$ cat src/rtl/sa_result_collector_if.sv
// Command encoding shared with the array, and the valid/ready result stream
// presented by sa_result_collector (master) to its consumer (slave).
package sa_collector_pkg;
   typedef enum logic [1:0] {
      CMD_IDLE   = 2'd0,
      CMD_LOAD   = 2'd1,
      CMD_STREAM = 2'd2,
      CMD_FLUSH  = 2'd3
   } command_t;
endpackage

interface sa_result_collector_if #(
   parameter int SA_SIZE         = 8,
   parameter int ACTIVATION_SIZE = 8
);
   logic                       res_valid;
   logic                       res_ready;
   logic [ACTIVATION_SIZE-1:0] res_data [SA_SIZE];

   modport master (output res_valid, output res_data, input res_ready);
   modport slave  (input res_valid, input res_data, output res_ready);
endinterface

$ cat src/rtl/sa_result_collector.sv
// Receive end of the systolic array's skewed stream: deskews column outputs into
// aligned vectors, buffers them in a FIFO and grants issue credits. Optional ReLU: SA_COLLECT_RELU_EN.
module sa_result_collector
   import sa_collector_pkg::*;
#(
   parameter int SA_SIZE         = 8,
   parameter int ACTIVATION_SIZE = 8,
   parameter int FIFO_DEPTH      = 4
) (
   input  logic                             clk,
   input  logic                             resetn,
   input  command_t                         cmd,
   input  logic                             issue_valid,
   output logic                             issue_ready,
   input  logic [ACTIVATION_SIZE-1:0]       sa_outputs [SA_SIZE],
   sa_result_collector_if.master            res,
   output logic [$clog2(FIFO_DEPTH+1)-1:0]  fifo_count,
   output logic                             busy,
   output logic                             overflow_err
);
   localparam int TAG_W = 2*SA_SIZE - 1;
   localparam int CW    = $clog2(FIFO_DEPTH+1);
   localparam int AW    = $clog2(FIFO_DEPTH);

   typedef logic [SA_SIZE-1:0][ACTIVATION_SIZE-1:0] vec_t;

   logic             adv;
   logic             issue_acc;
   logic             complete;
   logic             push;
   logic             pop;
   logic             valid_int;
   logic [TAG_W-2:0] tag_q;
   logic [TAG_W-1:0] tags_now;
   logic [CW-1:0]    inflight;
   logic [CW:0]      credit_used;
   logic [AW-1:0]    wr_ptr;
   logic [AW-1:0]    rd_ptr;
   vec_t             aligned;
   vec_t             mem [FIFO_DEPTH];

   function automatic logic [ACTIVATION_SIZE-1:0] relu(input logic [ACTIVATION_SIZE-1:0] x);
`ifdef SA_COLLECT_RELU_EN
      return x[ACTIVATION_SIZE-1] ? '0 : x;
`else
      return x;
`endif
   endfunction

   assign adv         = (cmd == CMD_STREAM);
   assign credit_used = {1'b0, inflight} + {1'b0, fifo_count};
   assign issue_ready = credit_used < (CW+1)'(FIFO_DEPTH);
   assign issue_acc   = adv && issue_valid && issue_ready;

   // tags_now[k] set: a vector was issued k advance steps ago (k=0 is this step)
   assign tags_now  = {tag_q, issue_acc};
   assign complete  = adv && tags_now[TAG_W-1];
   assign valid_int = (fifo_count != '0);
   assign pop       = valid_int && res.res_ready;
   assign push      = complete && ((fifo_count != CW'(FIFO_DEPTH)) || pop);

   always_ff @(posedge clk or negedge resetn) begin
      if (!resetn) begin
         tag_q        <= '0;
         inflight     <= '0;
         overflow_err <= 1'b0;
      end else begin
         if (adv) begin
            tag_q    <= tags_now[TAG_W-2:0];
            inflight <= inflight + CW'(issue_acc) - CW'(complete);
         end
         if (adv && issue_valid && !issue_ready)
            overflow_err <= 1'b1;
      end
   end

   // Column c is sampled on its arrival step and delayed so all columns line up
   // on the completion step; the last column needs no delay.
   for (genvar c = 0; c < SA_SIZE; c++) begin : g_col
      logic [ACTIVATION_SIZE-1:0] cap;
      assign cap = tags_now[SA_SIZE-1+c] ? relu(sa_outputs[c]) : '0;

      if (c < SA_SIZE-1) begin : g_dly
         localparam int DLEN = SA_SIZE - 1 - c;
         logic [ACTIVATION_SIZE-1:0] dly [DLEN];

         always_ff @(posedge clk or negedge resetn) begin
            if (!resetn) begin
               for (int i = 0; i < DLEN; i++) dly[i] <= '0;
            end else if (adv) begin
               dly[0] <= cap;
               for (int i = 1; i < DLEN; i++) dly[i] <= dly[i-1];
            end
         end

         assign aligned[c] = dly[DLEN-1];
      end else begin : g_direct
         assign aligned[c] = cap;
      end

      assign res.res_data[c] = mem[rd_ptr][c];
   end

   always_ff @(posedge clk or negedge resetn) begin
      if (!resetn) begin
         wr_ptr     <= '0;
         rd_ptr     <= '0;
         fifo_count <= '0;
         for (int i = 0; i < FIFO_DEPTH; i++) mem[i] <= '0;
      end else begin
         if (push) begin
            mem[wr_ptr] <= aligned;
            wr_ptr      <= wr_ptr + 1'b1;
         end
         if (pop)
            rd_ptr <= rd_ptr + 1'b1;
         fifo_count <= fifo_count + CW'(push) - CW'(pop);
      end
   end

   assign res.res_valid = valid_int;
   assign busy          = (inflight != '0) || valid_int;

endmodule

$ cat src/flat_wrapper.sv
// flat-port wrapper written by rule: the top's interface ports become plain ports
module sa_result_collector_flat import sa_collector_pkg::*;
#(
   parameter int SA_SIZE         = 8,
   parameter int ACTIVATION_SIZE = 8,
   parameter int FIFO_DEPTH      = 4
)
  (clk, resetn, cmd, issue_valid, issue_ready, sa_outputs, fifo_count, busy, overflow_err, res_res_valid, res_res_data, res_res_ready);
  sa_result_collector_if #(.SA_SIZE(SA_SIZE), .ACTIVATION_SIZE(ACTIVATION_SIZE)) res_i ();
  input  logic clk;
  input  logic resetn;
  input  command_t cmd;
  input  logic issue_valid;
  output logic issue_ready;
  input  logic [ACTIVATION_SIZE-1:0] sa_outputs[SA_SIZE];
  output logic [$clog2(FIFO_DEPTH+1)-1:0] fifo_count;
  output logic busy;
  output logic overflow_err;
  output wire logic [$bits(res_i.res_valid)-1:0] res_res_valid;
  output wire logic [$bits(res_i.res_data)-1:0] res_res_data;
  input wire logic [$bits(res_i.res_ready)-1:0] res_res_ready;
  assign res_res_valid = res_i.res_valid;
  assign res_res_data = {>>{res_i.res_data}};
  assign res_i.res_ready = res_res_ready;
  sa_result_collector #(.SA_SIZE(SA_SIZE), .ACTIVATION_SIZE(ACTIVATION_SIZE), .FIFO_DEPTH(FIFO_DEPTH)) u_core (.clk(clk), .resetn(resetn), .cmd(cmd), .issue_valid(issue_valid), .issue_ready(issue_ready), .sa_outputs(sa_outputs), .res(res_i), .fifo_count(fifo_count), .busy(busy), .overflow_err(overflow_err));
endmodule
$ cat config.mk
export PLATFORM = sky130hd
export DESIGN_NAME = sa_result_collector_flat
export DESIGN_NICKNAME = d
export VERILOG_FILES = /design/src/rtl/sa_result_collector_if.sv /design/src/rtl/sa_result_collector.sv /design/src/flat_wrapper.sv
export SDC_FILE = /design/constraint.sdc
export NUM_CORES = 1
export LEC_CHECK = 0
export CAP_MARGIN = 20
export CELL_PAD_IN_SITES_DETAIL_PLACEMENT = 0
export CELL_PAD_IN_SITES_GLOBAL_PLACEMENT = 1
export CORE_MARGIN = 2
export CORE_UTILIZATION = 30
export DETAILED_ROUTE_END_ITERATION = 8
export HOLD_SLACK_MARGIN = 0.12
export PLACE_DENSITY_LB_ADDON = 0.12
export SETUP_SLACK_MARGIN = 0.3
export SYNTH_ARGS = -nofsm -noshare
export SYNTH_HDL_FRONTEND = slang
export SYNTH_SLANG_ARGS = --single-unit
$ cat constraint.sdc
create_clock -name clk -period 3.2 [get_ports clk]
set_input_delay 0.32 -clock clk [delete_from_list [all_inputs] [get_ports clk]]
set_output_delay 0.32 -clock clk [all_outputs]
set_load 0.01 [all_outputs]
==> summary.txt, run 1 <==
Status
  – Status: finished clean

Clock network
  – CTS Buf Count: 59
  – Clock-pin slew on the worst setup and hold paths: 0.06 ns
  – Clk Latency, worst-skew pair: 0.61 ns
  – H-Tree Depth: 2
  – Max Root-Sink Buffers: 3
  – TritonCTS clock tree: done
  – Root Buffer Master: clkbuf_16
  – CTS sink count: 505

Detailed routing
  – Detailed-router iteration count before antenna repair: 4
  – Drt via density: 4.44
  – Number of routed nets with antenna violations: 0
  – Total wire length: 49700 µm
  – Routed WL per cell: 17.6 µm
  – DRC viols: 0
  – DR iter-0 viols: 650
  – Via Count: 12600

STA
  – Hold Vio Cnt, Final: 0
  – Unrepaired setup endpoints after global routing: yes
  – Measured slew at the worst slew-check pin: 0.981 ns
  – Setup Skew: 0.0222 ns
  – Fin Setup TNS: 0 ns
  – Tcrit/Tclk final: 88.3%
  – Max Clk Rate: 0.354 GHz
  – Tmin final: 2.82 ns
  – Max Slew Vio Count: 0
  – Slew margin rel.: 34.6%
  – Endpoints failing setup: 0

Synthesis
  – Share of flip-flops with an asynchronous set or reset: 100%
  – Synth area leader: dfrtp_1
  – Ys Warns: 0
  – Synth area leaders: dfrtp_1 60%, nand2_1 12%, mux2_2 10%
  – Mapped Avg Cell Area: 12.4 µm²
  – Post-synth top area share: 60.0%
  – Ys flop type: dfrtp_1
  – Commonest cells post-synth: 666 x nand2_1, 505 x dfrtp_1, 189 x mux2_2
  – Synth Net Count: 1785
  – Synth cell types: 28
  – Register area share after synthesis: 60.0%
  – Cell area after synthesis: 21100 µm²
  – Synth Register Bits: 505
  – EDFF count, synth: 0
  – Cells after synthesis: 1703
  – Most common cell in the synthesized netlist: nand2_1

Setup path
  – Largest fanout on the critical path: 17
  – WS Path Type: flip-flop to output port
  – R2r setup slk: 0.57 ns
  – Worst EP arrival: 2.50 ns
  – CP required: 2.88 ns
  – Setup crit end kind: output port
  – Launching element type of the critical path: flip-flop

GRT
  – Initial antenna violation count: 1
  – Largest net degree at the start of global routing: 194
  – Vias in the first global route: 13600
  – Total gr overflow: 0
  – First-pass GRT wire length: 80700 µm
  – Gr usage total: 14.2%

Layout
  – N_diodes: 0
  – Final nets: 1927
  – Fill cells: 6819
  – Synth-to-Final Area Change: 21.6%
  – Layout cells sized above 1: 24.4%

Place
  – Final HPWL DP: 29400 µm
  – Number of port buffers: 140
  – GPL Wtd Cong: 0.704

Floorplan
  – Die W: 269 µm
  – Die Y: 269 µm
  – Core area: 69800 µm²
  – Standard-cell rows: 97
  – Die area: 72300 µm²
  – IO Count: 141
  – Initial Util: 30.2%

Power and ir drop
  – Leakage: 12.8 nW
  – Peak supply drop: 0.383 mV
  – Final Power: 0.0161 W
  – Pwr per Cell Area: 628 nW/µm²

Worst hold path
  – Hold Path Class: input pin to flip-flop

Job
  – Max-cap viol count: 0
-- metrics by stage --
step	instance area (µm²)	util, %	cells	hold slack, ns	setup WS [ns]
2_1_floorplan	21100	-	1703	0.0244	0.504
3_3_place_gp	23600	33.8	2721	0.412	0.477
3_5_place_dp	23600	33.8	2721	0.415	0.438
4_1_cts	25600	36.7	2830	0.212	0.274
5_1_grt	25600	36.7	2830	0.243	0.265
6_report	25600	36.7	2830	0.255	0.375
-- sequential cells by signal, summed over array words and instances (netlist names) --
register                flops
u_core.wr_ptr               2
u_core.inflight             3
u_core.rd_ptr               2
u_core.mem                256
u_core.fifo_count           3
u_core.g_col.g_dly.dly    176
u_core.tag_q               14
u_core.aligned             48
u_core.overflow_err         1
-- area by class of cell --
| type | count | area [µm²] | share of cell area, % |
|---|---|---|---|
| multi-input combinational | 1089 | 7860 | 30.7 |
| inverter | 9 | 33.8 | 0.132 |
| clock buffer | 91 | 1760 | 6.86 |
| sequential | 505 | 12600 | 49.4 |
| clock inverter | 15 | 171 | 0.669 |
| tap | 940 | 1180 | 4.59 |
| timing repair buffer | 181 | 1970 | 7.69 |
-- kinds of logic after synthesis --
family	synth area share, %
AND/OR/NAND/NOR	14.2
flip-flops	60.0
multiplexers	21.8
buffers and inverters	2.83
adder cells (fa/ha/maj)	0.784
XOR/XNOR	0.291
AO/OA/AOI/OAI	0.101
-- report_power, final --
part,internal [W],leakage (nW),switching (W),total [W]
combinational,0.000970,4.83,0.00112,0.00209
sequential,0.00685,7.01,0.000491,0.00734
clock,0.00399,0.953,0.00266,0.00666
-- worst max-delay path, stage by stage (launching register included) --
cell             delay, ns
dfrtp_4               0.48
bufbuf_16             0.36
mux4_2                0.55
clkdlybuf4s50_1       0.50
-- routing by layer --
| metal | routed length (µm) | GRT usage [%] | part of all wire (%) | vias up |
|---|---|---|---|---|
| met1 | 24500 | 20.5 | 49 | 6414 |
| met5 | 13 | 0 | 0.026 | - |
| li1 | - | - | - | 5953 |
| met3 | 1550 | 2.36 | 3.1 | 68 |
| met2 | 22700 | 22.2 | 46 | 139 |
| met4 | 921 | 3.35 | 1.9 | 2 |
-- final timing paths --
kind / to / from / cells after the start
worst max register to register: u_core.inflight[2] / u_core.fifo_count[1] / 11
worst min-delay path: u_core.g_col[5].g_dly.dly[11] / sa_outputs[19] / 3
max in group asynchronous: u_core.g_col[1].g_dly.dly[15] / resetn / 4
worst max-delay path: res_res_data[14] / u_core.rd_ptr[0] / 3
min in group asynchronous: u_core.aligned[25] / resetn / 2
worst min register to register: u_core.g_col[1].g_dly.dly[24] / u_core.g_col[1].g_dly.dly[32] / 2
-- cell usage in the layout (no fill, tap or decap), types with 2 or more instances in the layout --
cell type,instances
bufinv_16,3
mux2_4,68
clkinv_2,9
dfrtp_4,2
nand2_1,666
clkbuf_1,16
clkdlybuf4s50_1,139
ha_1,10
buf_12,15
mux2_2,189
clkbuf_8,16
buf_16,2
inv_1,9
fa_1,2
dfrtp_1,503
clkbuf_16,59
mux4_2,64
buf_4,22
nand3_1,57
xnor2_1,6
and2_1,11
nor3_4,4
-- what timing repair did --
action / CTS / global route
setup buffers: 1 / 0
endpoints found under the hold margin: 71 / 0
resized for setup: 1 / 2
hold buffers: 1 / 0
gates cloned: 1 / 0
endpoints found under the setup margin: 40 / 26
Power figures use the tool's default switching activity.
==> run 2, diff against run 1 <==
GPL_ROUTABILITY_DRIVEN = 0   (was not set)
==> results of run 2 <==
Final layout, timing and power as in run 1 (identical DEF).
